`config.mk`:
```
export PLATFORM = sky130hd
export DESIGN_NAME = gamepad_scanner
export DESIGN_NICKNAME = d
export VERILOG_FILES = /design/src/rtl/gamepad_scanner.sv
export SDC_FILE = /design/constraint.sdc
export NUM_CORES = 1
export LEC_CHECK = 0
export CAP_MARGIN = 10
export CORE_ASPECT_RATIO = 1.5
export CORE_MARGIN = 3
export CORE_UTILIZATION = 54
export DETAILED_ROUTE_END_ITERATION = 6
export GPL_TIMING_DRIVEN = 0
export PLACE_DENSITY = 0.78
export SETUP_SLACK_MARGIN = 0.4
export SYNTH_ARGS = -nofsm -noshare
export SYNTH_HDL_FRONTEND = slang
export SYNTH_SLANG_ARGS = --single-unit
```
`constraint.sdc`:
```
create_clock -name Clock50 -period 2.22 [get_ports Clock50]
set_input_delay 0.333 -clock Clock50 [delete_from_list [all_inputs] [get_ports Clock50]]
set_output_delay 0.333 -clock Clock50 [all_outputs]
set_load 0.1 [all_outputs]
```
`src/rtl/gamepad_scanner.sv`:
```
// -----------------------------------------------------------------------------
// gamepad_scanner
//
// Scans up to four Genesis/Mega Drive style controller ports once per video
// frame. A frame starts on the falling edge of v_sync. The scanner walks the
// shared Select line through 8 phases (or 2 phases in 3-button mode), samples
// the pads at the end of each phase and then publishes debounced results.
//
// Parameters
//   NUM_PADS        number of pads sharing Select (1..4)
//   SETTLE_CYCLES   clock cycles per Select phase (>= 4)
//   DEBOUNCE_FRAMES identical consecutive scans needed to change a bit (1..4)
//
// Ports
//   Clock50    system clock, rising edge
//   Reset      synchronous, active-high
//   v_sync     active-low vertical sync; its falling edge starts a scan
//   Pins       raw active-low pad pins, 6 per pad {P9,P6,P4,P3,P2,P1}
//   ForceThree run the next scan in 3-button mode
//   Select     shared pad Select line
//   Buttons    debounced active-high buttons, 12 per pad
//              {Mode,X,Y,Z,Start,A,C,B,Right,Left,Down,Up}
//   Pressed    one-cycle pulse on a debounced 0->1 transition
//   Present    pad detected in the last scan
//   SixButton  pad identified as 6-button in the last scan
//   Valid      one-cycle pulse when results are published
//   Busy       high while Select is being sequenced
// -----------------------------------------------------------------------------
module gamepad_scanner #(
  parameter int NUM_PADS        = 2,
  parameter int SETTLE_CYCLES   = 500,
  parameter int DEBOUNCE_FRAMES = 2
) (
  input  logic                    Clock50,
  input  logic                    Reset,
  input  logic                    v_sync,
  input  logic [6*NUM_PADS-1:0]   Pins,
  input  logic                    ForceThree,
  output logic                    Select,
  output logic [12*NUM_PADS-1:0]  Buttons,
  output logic [12*NUM_PADS-1:0]  Pressed,
  output logic [NUM_PADS-1:0]     Present,
  output logic [NUM_PADS-1:0]     SixButton,
  output logic                    Valid,
  output logic                    Busy
);

  localparam int CW = (SETTLE_CYCLES > 1) ? $clog2(SETTLE_CYCLES) : 1;
  localparam logic [CW-1:0] LAST_COUNT = CW'(SETTLE_CYCLES - 1);
  // History slots kept per bit; at least one so the array is never empty.
  localparam int HIST = (DEBOUNCE_FRAMES > 1) ? DEBOUNCE_FRAMES - 1 : 1;

  typedef enum logic [1:0] {IDLE, SCAN, PUBLISH} state_t;

  // Synchronizers
  logic                        vs_meta_reg, vs_sync_reg, vs_prev_reg;
  logic [NUM_PADS-1:0][5:0]    pins_meta_reg, pins_sync_reg;

  // Sequencer
  state_t                      state_reg;
  logic [2:0]                  phase_reg;
  logic [CW-1:0]               cnt_reg;
  logic                        force_reg;
  logic                        select_reg;
  logic                        busy_reg;

  // Raw per-scan captures
  logic [NUM_PADS-1:0][11:0]   raw_btn_reg;
  logic [NUM_PADS-1:0]         raw_present_reg;
  logic [NUM_PADS-1:0]         raw_six_reg;

  // Published state
  logic [NUM_PADS-1:0][11:0]   btn_reg;
  logic [NUM_PADS-1:0][11:0]   pressed_reg;
  logic [NUM_PADS-1:0]         present_reg;
  logic [NUM_PADS-1:0]         six_reg;
  logic                        valid_reg;
  logic [NUM_PADS-1:0][HIST-1:0][11:0] hist_reg;

  // Debounce results, applied only in PUBLISH
  logic [NUM_PADS-1:0][11:0]   btn_next;
  logic [NUM_PADS-1:0][11:0]   pressed_next;
  logic [NUM_PADS-1:0][HIST-1:0][11:0] hist_next;

  logic vs_fall;
  logic last_phase;

  assign vs_fall    = vs_prev_reg & ~vs_sync_reg;
  assign last_phase = (phase_reg == 3'd7) || (force_reg && phase_reg == 3'd1);

  // ---------------------------------------------------------------------------
  // Per-pad debounce. A bit follows the new sample only when the sample
  // agrees with every stored history entry; otherwise the old value holds.
  // An absent pad clears both its buttons and its history outright.
  // ---------------------------------------------------------------------------
  for (genvar gi = 0; gi < NUM_PADS; gi++) begin : g_pad
    logic [11:0]           sample_next;
    logic [11:0]           stable_next;
    logic [11:0]           btn_pad_next;
    logic [11:0]           pressed_pad_next;
    logic [HIST-1:0][11:0] hist_pad_next;

    always_comb begin
      // Extended buttons mean nothing unless the pad proved to be 6-button.
      sample_next = {raw_btn_reg[gi][11:8] & {4{raw_six_reg[gi]}},
                     raw_btn_reg[gi][7:0]};
      stable_next = '1;
      for (int k = 0; k < DEBOUNCE_FRAMES - 1; k++) begin
        stable_next = stable_next & ~(hist_reg[gi][k] ^ sample_next);
      end
      hist_pad_next    = '0;
      hist_pad_next[0] = sample_next;
      for (int k = 1; k < HIST; k++) begin
        hist_pad_next[k] = hist_reg[gi][k-1];
      end
      btn_pad_next = (btn_reg[gi] & ~stable_next) | (sample_next & stable_next);
      if (!raw_present_reg[gi]) begin
        btn_pad_next  = '0;
        hist_pad_next = '0;
      end
      pressed_pad_next = btn_pad_next & ~btn_reg[gi];
    end

    assign btn_next[gi]     = btn_pad_next;
    assign pressed_next[gi] = pressed_pad_next;
    assign hist_next[gi]    = hist_pad_next;
  end

  // ---------------------------------------------------------------------------
  // Synchronizers, sequencer, sampling and publish.
  // ---------------------------------------------------------------------------
  always_ff @(posedge Clock50) begin
    if (Reset) begin
      vs_meta_reg     <= 1'b0;
      vs_sync_reg     <= 1'b0;
      vs_prev_reg     <= 1'b0;
      pins_meta_reg   <= '0;
      pins_sync_reg   <= '0;
      state_reg       <= IDLE;
      phase_reg       <= 3'd0;
      cnt_reg         <= '0;
      force_reg       <= 1'b0;
      select_reg      <= 1'b1;
      busy_reg        <= 1'b0;
      raw_btn_reg     <= '0;
      raw_present_reg <= '0;
      raw_six_reg     <= '0;
      btn_reg         <= '0;
      pressed_reg     <= '0;
      present_reg     <= '0;
      six_reg         <= '0;
      valid_reg       <= 1'b0;
      hist_reg        <= '0;
    end else begin
      vs_meta_reg   <= v_sync;
      vs_sync_reg   <= vs_meta_reg;
      vs_prev_reg   <= vs_sync_reg;
      pins_meta_reg <= Pins;
      pins_sync_reg <= pins_meta_reg;

      valid_reg   <= 1'b0;
      pressed_reg <= '0;

      case (state_reg)
        IDLE: begin
          select_reg <= 1'b1;
          busy_reg   <= 1'b0;
          if (vs_fall) begin
            state_reg   <= SCAN;
            force_reg   <= ForceThree;
            phase_reg   <= 3'd0;
            cnt_reg     <= '0;
            busy_reg    <= 1'b1;
            // Only phase 5 can set this; 3-button scans never reach it.
            raw_six_reg <= '0;
          end
        end

        SCAN: begin
          if (cnt_reg == LAST_COUNT) begin
            cnt_reg <= '0;
            for (int p = 0; p < NUM_PADS; p++) begin
              case (phase_reg)
                3'd0: raw_btn_reg[p][5:0] <= ~pins_sync_reg[p];
                3'd1: begin
                  raw_btn_reg[p][6]  <= ~pins_sync_reg[p][4];
                  raw_btn_reg[p][7]  <= ~pins_sync_reg[p][5];
                  raw_present_reg[p] <= ~pins_sync_reg[p][2] & ~pins_sync_reg[p][3];
                end
                3'd5: raw_six_reg[p] <= raw_present_reg[p] &
                                        (pins_sync_reg[p][3:0] == 4'b0000);
                3'd6: raw_btn_reg[p][11:8] <= ~pins_sync_reg[p][3:0];
                default: ;
              endcase
            end
            if (last_phase) begin
              state_reg  <= PUBLISH;
              busy_reg   <= 1'b0;
              select_reg <= 1'b1;
            end else begin
              phase_reg  <= phase_reg + 3'd1;
              // Next phase is even (Select high) when the current one is odd.
              select_reg <= phase_reg[0];
            end
          end else begin
            cnt_reg <= cnt_reg + CW'(1);
          end
        end

        PUBLISH: begin
          btn_reg     <= btn_next;
          pressed_reg <= pressed_next;
          hist_reg    <= hist_next;
          present_reg <= raw_present_reg;
          six_reg     <= raw_six_reg;
          valid_reg   <= 1'b1;
          state_reg   <= IDLE;
        end

        default: state_reg <= IDLE;
      endcase
    end
  end

  assign Select    = select_reg;
  assign Busy      = busy_reg;
  assign Valid     = valid_reg;
  assign Buttons   = btn_reg;
  assign Pressed   = pressed_reg;
  assign Present   = present_reg;
  assign SixButton = six_reg;

endmodule

```
# Yosys cells after proc, flatten, opt, wreduce, memory -nomap -nowiden
# Index checks and enable logic that the tools add are counted.
# W data, S select, Z words.
dict set report word_totals {
  register_bits 149
}
dict set report op_classes {
  bitwise 37
  reduce_logical 18
  muxes 28
  add_sub_neg 2
  n_eq_ne 12
}
# cell count
set op_table {}
lappend op_table {{$and A12 B12 Y12} 6}
lappend op_table {{$not A12 Y12} 6}
lappend op_table {{$mux W12} 4}
lappend op_table {{$or A12 B12 Y12} 2}
lappend op_table {{$xor A12 B12 Y12} 2}
lappend op_table {{$mux W9} 2}
lappend op_table {{$pmux W9 S2} 1}
lappend op_table {{$reduce_and A3 Y1} 5}
lappend op_table {{$not A6 Y6} 2}
lappend op_table {{$mux W2} 5}
lappend op_table {{$not A1 Y1} 10}
lappend op_table {{$add A9 B1 Y9 const B} 1}
lappend op_table {{$eq A3 B3 Y1 const B} 3}
lappend op_table {{$eq A9 B9 Y1 const B} 1}
lappend op_table {{$mux W3} 3}
lappend op_table {{$and A4 B4 Y4} 2}
lappend op_table {{$logic_not A4 Y1} 2}
lappend op_table {{$mux W1} 8}
lappend op_table {{$ne A2 B2 Y1 const B} 4}
lappend op_table {{$not A4 Y4} 2}
lappend op_table {{$pmux W2 S2} 2}
lappend op_table {{$reduce_and A4 Y1} 2}
lappend op_table {{$pmux W3 S2} 1}
lappend op_table {{$reduce_and A2 Y1} 3}
lappend op_table {{other kinds (13)} 18}

# Longest topological paths before layout
# Gate-level depths: netlist of the first run.
dict set report logic_depth {
  ltp_word 8
  depth_mapped 7
  depth_no_buf 6
}

# Least setup slack after synthesis of the first run
# OpenSTA, ideal clock, no wires.
dict set report synth_path {
  path_type {register to register}
  start {register cnt_reg[0]}
  end {register raw_btn_reg[10] in the netlist's numbering}
  path_buffers 1
  stages_incl_launch_ff 7
  slack_ns 0.545
  setup_time_ns 0.080
  arrival_ns 1.595
  required_time_ns 2.140
  path_cell_list {dfxtp_1 ha_1 nand4bb_4 nor4_4 buf_6 nor2_1 a211oi_2}
}
dict set report synth_via {
  elab_chain_cells 2
}
# element line
set synth_rtl {}
lappend synth_rtl {{start, declared} 62} ;# logic [CW-1:0] cnt_reg;
lappend synth_rtl {{start signal, assigned} 206} ;# cnt_reg <= cnt_reg + CW'(1);
lappend synth_rtl {{$eq A9 B9 Y1} 180} ;# if (cnt_reg == LAST_COUNT) begin
lappend synth_rtl {{$reduce_and A3 Y1 (no source line)} -}
lappend synth_rtl {{end signal, assigned by index} 184} ;# 3'd0: raw_btn_reg[p][5:0] <= ~pins_sync_reg[p];
lappend synth_rtl {{end signal, assigned by index} 186} ;# raw_btn_reg[p][6] <= ~pins_sync_reg[p][4];
lappend synth_rtl {{end signal, assigned by index} 187} ;# raw_btn_reg[p][7] <= ~pins_sync_reg[p][5];
lappend synth_rtl {{end, declared} 68} ;# logic [NUM_PADS-1:0][11:0] raw_btn_reg;
# Every way passes these cells.
# A chain may end at the register's enable or synchronous reset.

# Final worst setup path of the first run
dict set report layout_path {
  start {register cnt_reg[0]}
  end {register raw_btn_reg[23] in the netlist's numbering}
}
# Same word-level chain as after synthesis.

==> results.json, run 1 <==
{
  "r2r-start": "cnt_reg[0]",
  "drv_cap": 0,
  "synth_compound_area_share_pct": 17.6,
  "fin_crit_ns": 1.74,
  "cp.arrival_ns": 2.05,
  "hold_path.class": "register to register",
  "synth_area_leaders": "dfxtp_1 55%, a22o_1 7.8%, nand2_1 4.1%",
  "grt_pass1_vias": 4211,
  "critical_path_class": "register to register",
  "setup_slack_ns": 0.479,
  "h-tree-depth": 4,
  "antenna_found_initial": 0,
  "slew_headroom_pct": 56.3,
  "startpoint_type": "register",
  "reg2reg_depth": 6,
  "io_pins": 71,
  "synthToLayoutAreaGrowth_pct": 29.5,
  "synth_top_area_cell": "dfxtp_1",
  "rr_endpoint": "raw_btn_reg[23]",
  "synth-seq-cells": 149,
  "synth-xor-area-share_pct": 0,
  "crit_family": "simple AND/OR/NAND/NOR gates",
  "grt_pass1_wl_mm": 19.8,
  "grtUsageTotal_pct": 22.6,
  "first_pass_iters": 5,
  "rows": 44,
  "skew_ns": 0.00555,
  "synthFlopType": "dfxtp_1",
  "final_layout_size_suffix_gt1_share_pct": 23.1,
  "drtIter0Drc": 298,
  "p_total_mw": 5.68,
  "slowest_delay_ns": 0.40,
  "fmax_mhz": 574,
  "via_count": 4239,
  "finalWeightedCongestion": 0.841,
  "coreArea_mm2": 0.00969,
  "muxShareOfSynthArea_pct": 1.12,
  "via_per_inst": 5.71,
  "pre_cts_ws_ns": -0.275,
  "worstPathMaxFanout": 5,
  "endpoint_kind": "register",
  "peakVddDrop_mv": 0.806,
  "layout_commonest_cell": "dfxtp_1",
  "worst_pin_slew_ns": 0.656,
  "initial_core_util_pct": 55.6,
  "async_flop_share_pct": 0,
  "cts_buffer_depth": 2,
  "synthSimpleGateAreaFrac_pct": 20.4,
  "synthCells": 522,
  "drc_errors": 0,
  "clk_pin_slew_ns": 0.06,
  "cts-buffers-inserted": 17,
  "crit_chain": "ha_4 -> nand4bb_4 -> nor4_4 -> buf_4 -> nor2_1 -> a211oi_1",
  "num_antenna_cells": 0,
  "seqCellArea_mm2": 0.00299,
  "synth_nets": 544,
  "synth_edf_count": 0,
  "synthAdderAreaFrac_pct": 2.70,
  "dieArea_mm2": 0.0112,
  "setup_viol": 0,
  "clock-sinks": 149,
  "hold_path_depth": 1,
  "fin_tns_setup_ns": 0,
  "hold-path-endpoint": "vs_sync_reg",
  "nNetsFinal": 638,
  "rsz0062_at_grt": "false",
  "rrSetupSlack_ns": 0.48,
  "synth_top_family_by_area": "simple AND/OR/NAND/NOR gates",
  "die_h_um": 128,
  "grt_max_degree": 17,
  "grt_remaining_overflow": 0,
  "synth_warnings": 0,
  "cp_num_buf_inv": 1,
  "fin_crit_sh_pct": 78.4,
  "powerDensity_mw_per_mm2": 814,
  "critPathRequiredTime_ns": 2.52,
  "cts_tree": "done",
  "status": "finished, final reports clean",
  "syn_area_mm2": 0.00538,
  "clkLatencyLatePin_ns": 0.41,
  "synthDistinctLibCells": 49,
  "ys_seq_area_share_pct": 55.4,
  "numPortBuffers": 70,
  "nFillCells": 711,
  "hold_start": "vs_meta_reg",
  "synth_top_area_share_pct": 55.4,
  "hold_viol_final": 0,
  "multi_input_area_mm2": 0.00228,
  "drt_wl_total_mm": 12.0,
  "die_width_um": 87.5,
  "ctsHoldBuffers": 0,
  "power.leakage_nw": 2.63,
  "wire_per_inst_um": 16.2,
  "hpwl_mm": 8.27,
  "slowest_stage": "nor4_4",
  "finalMaxSlewViolations": 0,
  "cts_root_buf": "clkbuf_16",
  "drtAntennaViolNets": 0,
  "avgSynthCellArea_um2": 10.3,
  "mostFrequentLayoutCells": "146 x dfxtp_1, 59 x nand2_1, 55 x clkdlybuf4s15_2"
}
[synth_stat cells, types with 3 or more instances]
library cell,n
a211oi_2,10
nor4_1,3
a31oi_1,4
o21bai_1,3
dfxtp_1,149
o21ai_0,22
clkbuf_1,15
nand3_1,11
inv_1,4
nor2b_1,30
maj3_1,7
nand2_1,59
nor2_2,8
buf_2,8
a21oi_1,12
nor3_1,27
a211oi_1,14
nor2_1,31
mux2i_1,6
a22o_1,48
and2_1,8
ha_1,6
[per-stage QoR]
stage | cell area (µm²) | hold slack (ns) | std cells | util, %
floorplan | 5380 | 0.414 | 522 | -
CTS | 6940 | 0.441 | 743 | 71.6
finish | 6970 | 0.437 | 743 | 72.0
global placement | 6230 | 0.420 | 707 | 64.3
global route | 6970 | 0.462 | 743 | 72.0
detailed placement | 6230 | 0.428 | 707 | 64.3
[power breakdown]
part           total (mW)  switching [mW]  internal [mW]
Clock                2.83            1.04           1.79
Sequential           2.72          0.0161           2.70
Combinational       0.130          0.0784         0.0517
Total                5.68            1.14           4.54
[cell type report]
| class | instances | area share (%) |
|---|---|---|
| repair buffers | 75 | 11.6 |
| clock buffers | 23 | 7.14 |
| well taps | 115 | 2.06 |
| plain buffers | 27 | 2.10 |
| inverters | 4 | 0.215 |
| flip-flops and latches | 149 | 42.8 |
| multi-input cells | 342 | 32.7 |
| clock inverters | 8 | 1.40 |
[layer usage]
metal	GRT usage [%]	up-vias	routed length, µm
met5	0	-	0
met4	11.0	0	353
met3	6.11	25	497
met2	38.4	129	6190
met1	25.6	2026	4990
li1	-	2059	-
[cell families after synthesis]
| kind of cell | after synthesis |
|---|---|
| buf+inv | 31 |
| compound gates | 122 |
| mux | 6 |
| simple gates | 201 |
| fa+ha+maj | 13 |
| flops | 149 |
[what timing repair did]
| item | CTS | global route |
|---|---|---|
| pin swaps | 1 | 2 |
| resized for setup | 170 | 18 |
| buffers inserted | 5 | 0 |
| setup endpoints to repair | 139 | 81 |
| endpoints found under the hold margin | 0 | 0 |
[how the worst max path moves through the flow]
| stage | cells after the start | slack (ns) | from | endpoint |
|---|---|---|---|---|
| 6_report | 6 | 0.48 | cnt_reg[0] | raw_btn_reg[23] |
| 5_1_grt | 6 | 0.38 | cnt_reg[0] | raw_btn_reg[20] |
| 4_1_cts | 5 | 0.25 | cnt_reg[0] | raw_six_reg[0] |
| 3_5_place_dp | 5 | -0.28 | Reset | hist_reg[16] |
| 3_3_place_gp | 5 | -0.22 | Reset | hist_reg[17] |
| 2_1_floorplan | 6 | 0.55 | cnt_reg[0] | raw_btn_reg[10] |
No activity file was read; power rests on OpenSTA's default activity.
==> inputs of run 2 (changes only) <==
- CORE_UTILIZATION: 54 -> 49
- PLACE_DENSITY: 0.78 -> 0.75
- clock period: 2.22 -> 1.6 ns (I/O delays scaled with it)
==> run 2 against run 1 <==
Net effect:
- cell count is 16% higher
- worst hold slack got worse by 0.077 ns
- sequential share of layout area down 9.5 points
- highest routed layer is now met5
- global-route usage is 6.3 points higher
- the flow now finishes with violations (negative setup slack)
- largest power group unchanged
- flip-flop and latch count stayed put
- non-clock buffer count is 89 higher
==> results.json, run 2 (synthesized netlist as in run 1, its figures left out) <==
{
  "final_layout_size_suffix_gt1_share_pct": 54.0,
  "cts_buffer_depth": 2,
  "drtAntennaViolNets": 0,
  "crit_chain": "ha_4 -> nand4bb_4 -> buf_4 -> nor4_4 -> or3b_2 -> a21oi_1",
  "cts-buffers-inserted": 17,
  "skew_ns": 0.00965,
  "multi_input_area_mm2": 0.00293,
  "seq_power_share_pct": 44.3,
  "numPortBuffers": 70,
  "worstPathMaxFanout": 5,
  "internal_power_mw": 6.58,
  "slew_headroom_pct": 52.9,
  "powerDensity_mw_per_mm2": 892,
  "power.switching_mw": 1.82,
  "fin_crit_sh_pct": 107,
  "grt_remaining_overflow": 0,
  "peakVddDrop_mv": 0.809,
  "status": "finished with violations",
  "endpoint_kind": "register",
  "grt_pass1_wl_mm": 27.5,
  "clkLatencyLatePin_ns": 0.43,
  "startpoint_type": "register",
  "clk_pin_slew_ns": 0.06,
  "pre_cts_ws_ns": -0.563,
  "drt_wl_total_mm": 23.1,
  "final_util_pct": 88.4,
  "rsz0062_at_grt": "true",
  "critPathRequiredTime_ns": 1.87,
  "drv_cap": 0,
  "initial_core_util_pct": 50.6,
  "rows": 46,
  "coreArea_mm2": 0.0106,
  "via_per_inst": 6.37,
  "layout_commonest_cell": "dfxtp_1",
  "cp.arrival_ns": 1.98,
  "setup_viol": 31,
  "pwr-share-clk_pct": 52.6,
  "setup_slack_ns": -0.110,
  "pwr-share-comb_pct": 3.1,
  "clock-sinks": 149,
  "hpwl_mm": 8.48,
  "drc_errors": 0,
  "fin_crit_ns": 1.71,
  "grt_pass1_vias": 5204,
  "whs_ns": 0.360,
  "synthToLayoutAreaGrowth_pct": 74.9,
  "sw_frac_of_total_pct": 21.7,
  "cts_tree": "done",
  "nFillCells": 339,
  "num_antenna_cells": 0,
  "slowest_stage": "nor4_4",
  "first_pass_iters": 5,
  "critical_path_class": "register to register",
  "io_pins": 71,
  "grt_max_degree": 17,
  "slowest_delay_ns": 0.40,
  "finalWeightedCongestion": 0.817,
  "nNetsFinal": 728,
  "hold_path.class": "input port to register",
  "fmax_mhz": 585,
  "antenna_found_initial": 1,
  "h-tree-depth": 4,
  "die_h_um": 134,
  "via_count": 5495,
  "mostFrequentLayoutCells": "81 x dfxtp_1, 59 x buf_12, 57 x buf_4",
  "power.leakage_nw": 3.66,
  "wire_per_inst_um": 26.8,
  "hold_viol_final": 0,
  "rrSetupSlack_ns": -0.11,
  "drtIter0Drc": 609,
  "grtUsageTotal_pct": 28.8,
  "cts_root_buf": "clkbuf_16",
  "die_width_um": 91.6,
  "violations": "negative setup slack",
  "seqCellArea_mm2": 0.00314,
  "worst_pin_slew_ns": 0.706,
  "dieArea_mm2": 0.0123,
  "finalMaxSlewViolations": 0
}
-- run 2: changes by cell type in the layout (fill, tap and decap cells not counted), sizes merged --
cell	delta
buf	+146
clkdlybuf4s15	-55
bufinv	+2
clkbuf	-2
clkinvlp	-2
nand2	+1
-- run 2: repair_timing --
action,CTS,global route
resized for setup,586,178
setup buffers,67,20
pin swaps,32,47
hold buffers,0,0
gates cloned,7,1
setup endpoints to repair,203,193
-- run 2: routing by layer --
metal / up-vias / global-route usage, % / part of all wire [%]
li1: 2248 / - / -
met1: 2644 / 29.5 / 34
met2: 439 / 53.2 / 51
met3: 162 / 6.79 / 7.8
met4: 2 / 15.6 / 7.5
met5: - / 0 / 0.056
-- run 2: worst max-delay path, delay by kind of cell (launching register included) --
kind                     cells  cell delay, ns
AO/OA/AOI/OAI                1            0.06
AND/OR/NAND/NOR              3            0.79
adder cells (fa/ha/maj)      1            0.15
flip-flops                   1            0.35
buffers and inverters        1            0.21
-- run 2: per-stage QoR --
step	setup TNS, ns	power, mW	cells	instance area [µm²]
3_5_place_dp	-56.32	4.03	736	6500
2_1_floorplan	0	3.94	522	5620
4_1_cts	0	8.22	841	8640
3_3_place_gp	-51.27	4.03	736	6500
5_1_grt	-2.83	8.54	862	9410
6_report	-1.35	8.40	862	9410
-- run 2: layout make-up --
cell class                 count  share of cell area (%)
clock inverter                 8                    1.56
tap                          144                    1.91
buffer                        27                    3.28
clock buffer                  23                    5.18
multi-input combinational    343                    31.1
timing repair buffer         164                    23.4
sequential                   149                    33.4
inverter                       4                   0.186
-- run 2: power by group through the flow --
| stage | Combinational (mW) | Clock (mW) | Sequential [mW] |
|---|---|---|---|
| CTS | 0.220 | 4.27 | 3.73 |
| floorplan | 0.0990 | 0 | 3.85 |
| finish | 0.261 | 4.41 | 3.72 |
| global route | 0.270 | 4.55 | 3.72 |
| global placement | 0.180 | 0 | 3.85 |
| detailed placement | 0.183 | 0 | 3.85 |
-- run 2: path summary, 6_finish.rpt --
| check | from | to | depth (start not counted) |
|---|---|---|---|
| setup / recovery | cnt_reg[0] | raw_six_reg[0] | 6 |
| hold / removal | Pins[2] | pins_meta_reg[2] | 2 |
| setup reg to reg | cnt_reg[0] | raw_six_reg[0] | 6 |
| hold reg to reg | pins_meta_reg[2] | pins_sync_reg[2] | 1 |
==> inputs of run 3 (changes only) <==
- CTS_BUF_LIST: default -> sky130_fd_sc_hd__clkbuf_16
==> run 3 against run 2 <==
Net effect:
- the flow still finishes with violations (negative setup slack)
- via count increased by 1.2%
- worst setup slack got worse by 0.17 ns
- die area did not move
- non-clock buffer count fell by 1
- fmax is 9.0% lower
- flip-flop and latch count unchanged
- cell count stayed put
- clock skew rose by 0.0021 ns
- worst hold slack got worse by 0.0012 ns
- largest cell class unchanged
- largest power group unchanged
- highest routed layer is now met4
==> results.json, run 3 (synthesized netlist as in run 1, its figures left out) <==
{
  "status": "finished with violations",
  "fin_crit_sh_pct": 117,
  "hold_viol_final": 0,
  "hold_path.class": "input port to register",
  "finalMaxSlewViolations": 0,
  "setup_slack_ns": -0.279,
  "stdcell_count": 862,
  "slew_headroom_pct": 49.7,
  "setup_viol": 29,
  "nFillCells": 355,
  "num_antenna_cells": 0,
  "powerDensity_mw_per_mm2": 868,
  "worstPathMaxFanout": 4,
  "antenna_found_initial": 0,
  "grt_pass1_vias": 5236,
  "grt_remaining_overflow": 0,
  "die_h_um": 134,
  "critical_path_class": "register to register",
  "coreArea_mm2": 0.0106,
  "h-tree-depth": 4,
  "cts_buffer_depth": 2,
  "drtIter0Drc": 540,
  "drt_wl_total_mm": 23.7,
  "die_width_um": 91.6,
  "rows": 46,
  "wire_per_inst_um": 27.5,
  "final_util_pct": 88.2,
  "hpwl_mm": 8.48,
  "endpoint_kind": "register",
  "critPathRequiredTime_ns": 1.93,
  "nNetsFinal": 728,
  "final_layout_size_suffix_gt1_share_pct": 51.5,
  "grt_pass1_wl_mm": 27.7,
  "synthToLayoutAreaGrowth_pct": 74.4,
  "numPortBuffers": 70,
  "clk_pin_slew_ns": 0.06,
  "p_total_mw": 8.15,
  "grtUsageTotal_pct": 28.9,
  "crit_top_cell": "buf_6",
  "cts-buffers-inserted": 17,
  "fin_crit_ns": 1.88,
  "via_count": 5559,
  "dieArea_mm2": 0.0123,
  "violations": "negative setup slack",
  "worst_pin_slew_ns": 0.754,
  "grt_max_degree": 17,
  "io_pins": 71,
  "rsz0062_at_grt": "true",
  "drtAntennaViolNets": 0,
  "power.leakage_nw": 3.65,
  "finalWeightedCongestion": 0.817,
  "clock-sinks": 149,
  "cp.arrival_ns": 2.21,
  "cts_root_buf": "clkbuf_16",
  "whs_ns": 0.359,
  "mostFrequentLayoutCells": "82 x dfxtp_1, 65 x buf_12, 54 x buf_4",
  "drv_cap": 0,
  "fin_tns_setup_ns": -4.27,
  "initial_core_util_pct": 50.6,
  "first_pass_iters": 7,
  "clkLatencyLatePin_ns": 0.44,
  "layout_commonest_cell": "dfxtp_1",
  "startpoint_type": "register",
  "via_per_inst": 6.45,
  "slowest_stage": "dfxtp_4",
  "slowest_delay_ns": 0.37,
  "skew_ns": 0.0118,
  "drc_errors": 0,
  "crit_chain": "inv_2 -> ha_1 -> nand2b_1 -> nor4_4 -> buf_6 -> buf_6 -> nor2_1 -> a211oi_1",
  "peakVddDrop_mv": 0.920,
  "cts_tree": "done",
  "dp.cells": 736,
  "fmax_mhz": 532
}
[run 3: cell count changes in the layout (fill, tap and decap cells not counted), moves of 4 or more]
cell      delta
clkinv_1     +4
a211oi_2     -6
buf_12       +6
nor2_1       +7
nor2_2       -6
nor3_2       -4
a211oi_1     +6
clkbuf_8     -6
[run 3: report_power, final]
part	internal [mW]	switching (mW)
registers	3.69	0.0310
logic	0.114	0.145
clock network	2.56	1.61
total	6.37	1.78
[run 3: critical path, delay by kind of cell, from the launching register on]
kind / cells / cell delay, ns
buffers and inverters: 3 / 0.42
adders and majority gates: 1 / 0.18
DFF: 1 / 0.37
and+or+nand+nor: 3 / 0.56
AOI/OAI and AO/OA: 1 / 0.25
[run 3: path summary, 6_finish.rpt]
kind | start | to | slack, ns | depth (start not counted)
worst max-delay path | phase_reg[0] | g_pad[1].sample_next[2] | -0.28 | 8
worst min-delay path | Pins[2] | pins_meta_reg[2] | 0.36 | 2
worst max register to register | phase_reg[0] | g_pad[1].sample_next[2] | -0.28 | 8
worst min register to register | vs_meta_reg | vs_sync_reg | 0.45 | 1
[run 3: layout make-up]
cell class,count,area (µm²),share of cell area (%)
inverters,4,15.0,0.160
plain buffers,27,318,3.38
multi-input cells,344,2910,31.0
repair buffers,163,2230,23.7
clock inverters,14,169,1.80
clock buffers,17,425,4.53
well taps,144,180,1.92
flip-flops and latches,149,3140,33.5
[run 3: timing repair]
action,4_1_cts,5_1_grt
resized for setup,586,160
gates cloned,8,0
endpoints found under the setup margin,203,192
buffers inserted,65,22
hold buffers,0,0
pin swaps,38,32
[run 3: through the flow]
stage	setup WS, ns	instance area (µm²)
6_report	-0.279	9390
5_1_grt	-0.310	9390
4_1_cts	0.0395	8630
3_5_place_dp	-0.563	6500
3_3_place_gp	-0.508	6500
2_1_floorplan	0.105	5620
[run 3: metal layers]
metal	vias up	GRT usage, %	routed length [µm]
met5	-	0	0
met4	0	14.1	2090
met3	161	6.90	1870
met2	432	52.9	11900
met1	2719	30.7	7850
li1	2247	-	-
